$ cat config.mk
export PLATFORM = sky130hd
export DESIGN_NAME = sprite_ram_arb
export DESIGN_NICKNAME = d
export VERILOG_FILES = /design/src/rtl/reg_map_pkg.sv /design/src/rtl/sprite_ram_arb_fifo.sv /design/src/rtl/sprite_ram_arb.sv
export SDC_FILE = /design/constraint.sdc
export NUM_CORES = 1
export LEC_CHECK = 0
export ABC_AREA = 0
export BUFFER_PORTS_ARGS = -buffer_cell sky130_fd_sc_hd__buf_2
export CORE_MARGIN = 8
export CORE_UTILIZATION = 55
export CTS_BUF_LIST = sky130_fd_sc_hd__clkbuf_8
export CTS_CLUSTER_DIAMETER = 50
export DETAILED_ROUTE_END_ITERATION = 6
export PLACE_DENSITY_LB_ADDON = 0.3
export SLEW_MARGIN = 40
export SYNTH_ARGS = -nofsm -noshare
export SYNTH_HDL_FRONTEND = slang
export SYNTH_HIERARCHICAL = 1
export SYNTH_SLANG_ARGS = --single-unit
$ cat constraint.sdc
create_clock -name clk_50mhz -period 5.89 [get_ports clk_50mhz]
set_input_delay 0.2945 -clock clk_50mhz [delete_from_list [all_inputs] [get_ports clk_50mhz]]
set_output_delay 0.2945 -clock clk_50mhz [all_outputs]
set_load 0.005 [all_outputs]
$ cat src/rtl/reg_map_pkg.sv
// Sprite RAM address map, arbitration grant encoding and the queued pixel-write record.
// Shared by the arbiter and its write FIFO.
package reg_map_pkg;

    localparam logic [31:0] BASE_SPRITE      = 32'h0020_0000;
    localparam logic [31:0] R_SPRITE_STATUS  = BASE_SPRITE + 32'h0001_0000;
    localparam logic [31:0] R_SPRITE_RD_ADDR = BASE_SPRITE + 32'h0001_0004;
    localparam logic [31:0] R_SPRITE_RD_DATA = BASE_SPRITE + 32'h0001_0008;
    localparam logic [31:0] BUS_UNMAPPED     = 32'hdead_dead;

    localparam int IDX_W = 14;
    localparam int PIX_W = 18;

    typedef enum logic [1:0] {
        GNT_IDLE,
        GNT_DISP,
        GNT_READ,
        GNT_WRITE
    } ram_gnt_e;

    typedef struct packed {
        logic [IDX_W-1:0] idx;
        logic [PIX_W-1:0] data;
    } pix_wr_t;

    // Pixel window covers only the first 64 KiB of the sprite block; registers sit above it.
    function automatic logic is_pixel_addr(input logic [31:0] addr);
        return (addr[31:20] == BASE_SPRITE[31:20]) && (addr[19:16] == 4'h0);
    endfunction

endpackage

$ cat src/rtl/sprite_ram_arb_fifo.sv
// Synchronous FIFO holding bus pixel writes until the RAM has a free slot.
// A push into a full FIFO is accepted only when a pop happens in the same cycle.
module sync_fifo #(
    parameter int WIDTH = 32,
    parameter int DEPTH = 4
) (
    input  logic                     clk_i,
    input  logic                     rst_i,
    input  logic                     push_i,
    input  logic [WIDTH-1:0]         wdata_i,
    input  logic                     pop_i,
    output logic [WIDTH-1:0]         rdata_o,
    output logic                     full_o,
    output logic                     empty_o,
    output logic [$clog2(DEPTH):0]   level_o
);

    localparam int AW = $clog2(DEPTH);
    localparam int LW = AW + 1;

    logic [WIDTH-1:0] mem_q [DEPTH];
    logic [AW-1:0]    wr_ptr_q, wr_ptr_d;
    logic [AW-1:0]    rd_ptr_q, rd_ptr_d;
    logic [LW-1:0]    level_q, level_d;
    logic             do_push, do_pop;

    assign full_o  = (level_q == LW'(DEPTH));
    assign empty_o = (level_q == '0);
    assign level_o = level_q;
    assign rdata_o = mem_q[rd_ptr_q];

    assign do_pop  = pop_i && !empty_o;
    assign do_push = push_i && (!full_o || do_pop);

    always_comb begin
        wr_ptr_d = wr_ptr_q;
        rd_ptr_d = rd_ptr_q;
        level_d  = level_q;
        if (do_push) begin
            wr_ptr_d = wr_ptr_q + AW'(1);
        end
        if (do_pop) begin
            rd_ptr_d = rd_ptr_q + AW'(1);
        end
        case ({do_push, do_pop})
            2'b10:   level_d = level_q + LW'(1);
            2'b01:   level_d = level_q - LW'(1);
            default: level_d = level_q;
        endcase
    end

    always_ff @(posedge clk_i) begin
        if (rst_i) begin
            wr_ptr_q <= '0;
            rd_ptr_q <= '0;
            level_q  <= '0;
        end else begin
            wr_ptr_q <= wr_ptr_d;
            rd_ptr_q <= rd_ptr_d;
            level_q  <= level_d;
        end
    end

    always_ff @(posedge clk_i) begin
        if (do_push) begin
            mem_q[wr_ptr_q] <= wdata_i;
        end
    end

endmodule

$ cat src/rtl/sprite_ram_arb.sv
// Arbitrates one single-port sprite RAM between the display scan-out, a bus read port
// and a queue of bus pixel writes. Display always wins so scan-out never stalls.
module sprite_ram_arb
    import reg_map_pkg::*;
#(
    parameter int FIFO_DEPTH = 4
) (
    input  logic              clk_50mhz,
    input  logic              rst,
    input  logic              disp_en,
    input  logic [IDX_W-1:0]  disp_idx,
    output logic [PIX_W-1:0]  disp_rdata,
    input  logic [31:0]       bus_addr,
    input  logic [31:0]       bus_wdata,
    input  logic              bus_wen,
    input  logic              bus_ren,
    output logic [31:0]       bus_rdata,
    output logic [IDX_W-1:0]  ram_addr,
    output logic              ram_we,
    output logic [PIX_W-1:0]  ram_wdata,
    input  logic [PIX_W-1:0]  ram_rdata
);

    localparam int LVL_W = $clog2(FIFO_DEPTH) + 1;

    ram_gnt_e          gnt;
    pix_wr_t           fifo_wdata, fifo_head;
    logic              fifo_push, fifo_pop, fifo_full, fifo_empty;
    logic [LVL_W-1:0]  fifo_level;
    logic              pix_wr, status_wr, rdaddr_wr, overflow;
    logic [31:0]       status_word;
    logic              unused_bus;

    logic [IDX_W-1:0]  rd_addr_q, rd_addr_d;
    logic [PIX_W-1:0]  rd_data_q, rd_data_d;
    logic [PIX_W-1:0]  disp_rdata_q, disp_rdata_d;
    logic              rd_pend_q, rd_pend_d;
    logic              rd_valid_q, rd_valid_d;
    logic              rd_inflight_q, rd_inflight_d;
    logic              disp_inflight_q, disp_inflight_d;
    logic              ovf_q, ovf_d;

    // bus_ren has no side effects; upper write-data bits carry nothing for this block.
    assign unused_bus = ^{bus_ren, bus_wdata[31:18]};

    assign pix_wr     = bus_wen && is_pixel_addr(bus_addr);
    assign status_wr  = bus_wen && (bus_addr == R_SPRITE_STATUS);
    assign rdaddr_wr  = bus_wen && (bus_addr == R_SPRITE_RD_ADDR);
    assign fifo_wdata = {bus_addr[15:2], bus_wdata[PIX_W-1:0]};

    assign fifo_pop  = (gnt == GNT_WRITE);
    assign fifo_push = pix_wr && !rst && (!fifo_full || fifo_pop);
    assign overflow  = pix_wr && !rst && fifo_full && !fifo_pop;

    sync_fifo #(
        .WIDTH ($bits(pix_wr_t)),
        .DEPTH (FIFO_DEPTH)
    ) u_wr_fifo (
        .clk_i   (clk_50mhz),
        .rst_i   (rst),
        .push_i  (fifo_push),
        .wdata_i (fifo_wdata),
        .pop_i   (fifo_pop),
        .rdata_o (fifo_head),
        .full_o  (fifo_full),
        .empty_o (fifo_empty),
        .level_o (fifo_level)
    );

    always_ff @(posedge clk_50mhz) begin
        if (rst) begin
            rd_addr_q       <= '0;
            rd_data_q       <= '0;
            disp_rdata_q    <= '0;
            rd_pend_q       <= 1'b0;
            rd_valid_q      <= 1'b0;
            rd_inflight_q   <= 1'b0;
            disp_inflight_q <= 1'b0;
            ovf_q           <= 1'b0;
        end else begin
            rd_addr_q       <= rd_addr_d;
            rd_data_q       <= rd_data_d;
            disp_rdata_q    <= disp_rdata_d;
            rd_pend_q       <= rd_pend_d;
            rd_valid_q      <= rd_valid_d;
            rd_inflight_q   <= rd_inflight_d;
            disp_inflight_q <= disp_inflight_d;
            ovf_q           <= ovf_d;
        end
    end

    // Grant and next state. Nothing is granted while reset is held, so no RAM write lands then.
    always_comb begin
        gnt = GNT_IDLE;
        if (rst) begin
            gnt = GNT_IDLE;
        end else if (disp_en) begin
            gnt = GNT_DISP;
        end else if (rd_pend_q) begin
            gnt = GNT_READ;
        end else if (!fifo_empty) begin
            gnt = GNT_WRITE;
        end

        disp_inflight_d = (gnt == GNT_DISP);
        disp_rdata_d    = disp_inflight_q ? ram_rdata : disp_rdata_q;

        rd_addr_d     = rd_addr_q;
        rd_data_d     = rd_data_q;
        rd_pend_d     = rd_pend_q;
        rd_valid_d    = rd_valid_q;
        rd_inflight_d = (gnt == GNT_READ);
        // A fresh RD_ADDR supersedes any read already in flight for the old address.
        if (rdaddr_wr) begin
            rd_addr_d     = bus_wdata[IDX_W-1:0];
            rd_pend_d     = 1'b1;
            rd_valid_d    = 1'b0;
            rd_inflight_d = 1'b0;
        end else begin
            if (gnt == GNT_READ) begin
                rd_pend_d = 1'b0;
            end
            if (rd_inflight_q) begin
                rd_data_d  = ram_rdata;
                rd_valid_d = 1'b1;
            end
        end

        ovf_d = ovf_q;
        if (status_wr && bus_wdata[8]) begin
            ovf_d = 1'b0;
        end
        if (overflow) begin
            ovf_d = 1'b1;
        end
    end

    always_comb begin
        ram_addr  = fifo_head.idx;
        ram_wdata = fifo_head.data;
        ram_we    = 1'b0;
        case (gnt)
            GNT_DISP:  ram_addr = disp_idx;
            GNT_READ:  ram_addr = rd_addr_q;
            GNT_WRITE: ram_we   = 1'b1;
            default:   ram_we   = 1'b0;
        endcase

        status_word = {23'b0, ovf_q, rd_valid_q, rd_pend_q, 6'(fifo_level)};
        bus_rdata   = BUS_UNMAPPED;
        case (bus_addr)
            R_SPRITE_STATUS:  bus_rdata = status_word;
            R_SPRITE_RD_ADDR: bus_rdata = {{(32-IDX_W){1'b0}}, rd_addr_q};
            R_SPRITE_RD_DATA: bus_rdata = {{(32-PIX_W){1'b0}}, rd_data_q};
            default:          bus_rdata = BUS_UNMAPPED;
        endcase
    end

    assign disp_rdata = disp_rdata_q;

endmodule

==> summary.md <==
| Metric | Value |
|---|---|
| Count leader, synth | `edfxtp_1` |
| Power share of the clock group | `32.7%` |
| Crit path cell chain | `buf_2 > nor4_2 > nand4_2 > buf_4 > or4b_1 > a21oi_1 > nor2b_2 > and2_1 > buf_4` |
| Io pins | `184` |
| Commonest cells in the netlist | `128 x edfxtp_1, 64 x dfxtp_1, 55 x nand2_1` |
| Leak pwr | `3.484 nW` |
| Arr. time, crit path | `3.70 ns` |
| Synthesis Warnings | `6` |
| Area leader, netlist | `edfxtp_1` |
| Gate power share | `5.0%` |
| Skew-Pair Late Insertion Delay | `0.45 ns` |
| Number of library cell types mapped by synthesis | `55` |
| Tcrit/Tclk final | `60.53%` |
| Type of origin of the critical path | `input pin` |
| Seq pwr share | `approximately 62%` |
| Reg clk slew, reported paths | `0.09 ns` |
| Initial antenna violation count | `0` |
| CTS tree | `yes` |
| Routed WL | `21.19 mm` |
| Tightest Pin Transition | `0.8018 ns` |
| Total global-route track usage | `21.14%` |
| Final antenna-violating net count | `0` |
| Worst R2R End | `u_wr_fifo/mem_q[2][7]$_DFFE_PP_` |
| Min-delay worst type | `in2reg` |
| Hold Crit Start | `bus_wdata[15]` |
| Sequential share of the synthesized area | `60.01%` |
| CP max-delay cell | `and2_1` |
| Post-Layout Cell Count | `983` |
| Slowest Stage Delay on Critical Path | `approximately 0.71 ns` |
| Vias in the first global route | `6016` |
| Hold-fix buffers, CTS | `0` |
| Unrepaired setup endpoints after global routing | `no` |
| Status | `completed` |
| Rel. slew slack | `46.55%` |
| CP dominant cell by count | `buf_4` |
| Core area | `0.01520 mm2` |
| Compound-cell area share of the yosys netlist | `10.89%` |
| Largest cells by area after synthesis | `edfxtp_1 45%, dfxtp_1 15%, mux4_2 8.4%` |
| Sw frac | `22.08%` |
| Die area | `~0.02 mm2` |
| Syn avg cell area | `13.22 um2` |
| Final Hold Fails | `0` |
| Fmax | `280.5 MHz` |
| Max Cap Violations | `0` |
| Starting Density | `56.17%` |
| Sink Count | `between 150 and 200` |
| Xor/xnor share of the synthesized area | `0.5128%` |
| Commonest register cell after synthesis | `edfxtp_1` |
| Synth Cell Area | `0.008539 mm2` |
| Post-synthesis simple-gate area fraction | `10.07%` |
| FF-to-FF setup slack | `2.38 ns` |
| Min-Delay Path Depth | `1` |
| Post-synthesis register bit count | `192` |
| # port buffers | `164` |
| Crit Path Category | `in2reg` |
| Post-synth EDFFs | `128` |
| Req. time, crit path | `roughly 6 ns` |
| Post-CTS Setup Bufs | `0` |
| Area Growth Syn to Fin | `13.68%` |
| Crit end category | `register` |
| Cell Rows | `45` |
| FF-to-FF Start | `rd_pend_q$_SDFFE_PP0P_` |
| Die height | `140.6 um` |
| RePlAce Congestion | `0.8179` |
| First-pass GRT wire length | `32.75 mm` |
| FFs w/ async S/R, synth | `0%` |
| CP Max Fanout | `23` |
| DIE WIDTH | `140.6 um` |
| Adder-Cell Fraction of Synth Area | `less than 1%` |
| CTS Buf Count | `17` |
| Cell count after synthesis | `646` |
| 1st-iter DRT viols | `approximately 540` |
| Hold EP | `u_wr_fifo/mem_q[1][15]$_DFFE_PP_` |
| # DRC | `0` |
| # setup viols final | `0` |
| Final Critical Period | `3.565 ns` |
| Final Max Tran Viols | `0` |
| Internal power | `1.806 mW` |
| # H-tree levels | `4` |
| P_sw | `0.5117 mW` |
| Maximum vdd drop | `between 0.1 and 0.15 mV` |
| Root Driver | `clkbuf_8` |
| Reg2Reg Depth | `5` |
| DP HPWL | `14.73 mm` |
| # resized after CTS | `0` |
| Setup TNS | `0 ns` |
| Via density | `6.008` |
| Nets@finish | `887` |
| Clock Tree Buf Depth | `2` |
| Largest family of logic cells by synthesized area | `multiplexers` |
| Post-DR wirelength/cell | `between 20 and 25 um` |
| Grt total ovfl | `0` |
| 1st-pass router iterations | `5` |
| PD cells | `about 240 mW/mm2` |
| Largest net degree at the start of global routing | `64` |
| Clock Skew | `0.008569 ns` |
| Yosys top cell area share | `45.01%` |
| Placed Cells | `950` |
| Layout cells sized above 1 | `33.12%` |
| Mux cell area share after synthesis | `13.19%` |
| Vias after detailed routing | `~5900` |
## metrics by stage
stage / total power, mW / area (um2) / setup slack (ns) / hold slack (ns) / util (%)
after floorplan: 1.522 / 8551 / 2.813 / 0.3732 / -
after detailed placement: 1.592 / 9365 / 1.856 / 0.4689 / 61.60
after global placement: 1.586 / 9350 / 1.859 / 0.4649 / 61.51
after CTS: 2.335 / 9703 / 2.338 / 0.02992 / 63.83
final: 2.318 / 9708 / 2.325 / 0.05617 / 63.86
after global routing: 2.388 / 9706 / 2.205 / 0.03337 / 63.84
## worst max path at each step
| stage | startpoint | end | slack (ns) | cells past startpoint |
|---|---|---|---|---|
| finish | bus_addr[25] | u_wr_fifo/mem_q[2][7]$_DFFE_PP_ | 2.32 | 9 |
| global route | bus_addr[17] | u_wr_fifo/mem_q[2][3]$_DFFE_PP_ | 2.20 | 9 |
| CTS | bus_addr[25] | u_wr_fifo/mem_q[2][3]$_DFFE_PP_ | 2.34 | 9 |
| detailed placement | bus_addr[25] | u_wr_fifo/mem_q[2][8]$_DFFE_PP_ | 1.86 | 9 |
| global placement | bus_addr[25] | u_wr_fifo/mem_q[1][17]$_DFFE_PP_ | 1.86 | 9 |
| floorplan | bus_addr[20] | u_wr_fifo/mem_q[0][0]$_DFFE_PP_ | 2.81 | 7 |
## state kept, by name (all words and copies together), names as in the netlist, named ones only
signal              cells
ovf_q                   1
u_wr_fifo/wr_ptr_q      2
u_wr_fifo/level_o       3
rd_valid_q              1
disp_inflight_q         1
rd_inflight_q           1
disp_rdata             18
u_wr_fifo/mem_q       128
rd_addr_q              14
u_wr_fifo/rd_ptr_q      2
rd_pend_q               1
rd_data_q              18
## critical path: cells and delay by family
kind / cells / cell delay (ns)
AOI/OAI and AO/OA: 1 / 0.51
buffers and inverters: 3 / 0.74
and+or+nand+nor: 5 / 2.12
## power by group through the flow
stage	registers (mW)	logic (mW)	clock network, mW
3_5_place_dp	1.48	0.116	0
4_1_cts	1.44	0.116	0.774
6_report	1.44	0.116	0.757
2_1_floorplan	1.47	0.0484	0
3_3_place_gp	1.47	0.111	0
5_1_grt	1.45	0.127	0.815
## per-layer routing
metal | track usage [%] | vias up | share of wire (%)
met3 | 5.300 | 35 | 7.7
li1 | - | 2712 | -
met5 | 0 | - | 0
met1 | 25.95 | 2906 | 39
met2 | 35.43 | 253 | 51
met4 | 8.032 | 0 | 2.4
## cell usage in the layout (no fill, tap or decap), types with 5 or more instances in the layout
master and instances:
a21oi_1 22, a22oi_1 18, a31oi_1 19, and3_1 14
buf_2 164, buf_4 12, clkbuf_8 17, clkinv_1 5
dfxtp_1 62, edfxtp_1 128, inv_1 11, mux2i_1 36
mux4_2 32, nand2_1 55, nor2_1 42, nor2b_1 22
nor3_1 5, o211ai_1 18, o21ai_0 23, o221ai_1 8
o221ai_2 10
## layout make-up
type                       count  area [um2]
fill                        1162        5494
sequential                   192        5127
multi-input combinational    384        3049
timing repair buffer         177       922.1
tap                          188       235.2
clock buffer                  17       234.0
clock inverter                15       103.9
inverter                       9       33.78
antenna                        1       2.502
## cell families (layout without fill, tap and decap cells)
logic type / after synthesis / count (layout)
mux: 72 / 72
fa+ha+maj: 5 / 5
other cells: 1 / 5
flops: 192 / 192
compound gates: 130 / 130
simple gates: 168 / 168
xor+xnor: 5 / 5
buf+inv: 73 / 218
Power figures use the tool's default switching activity.
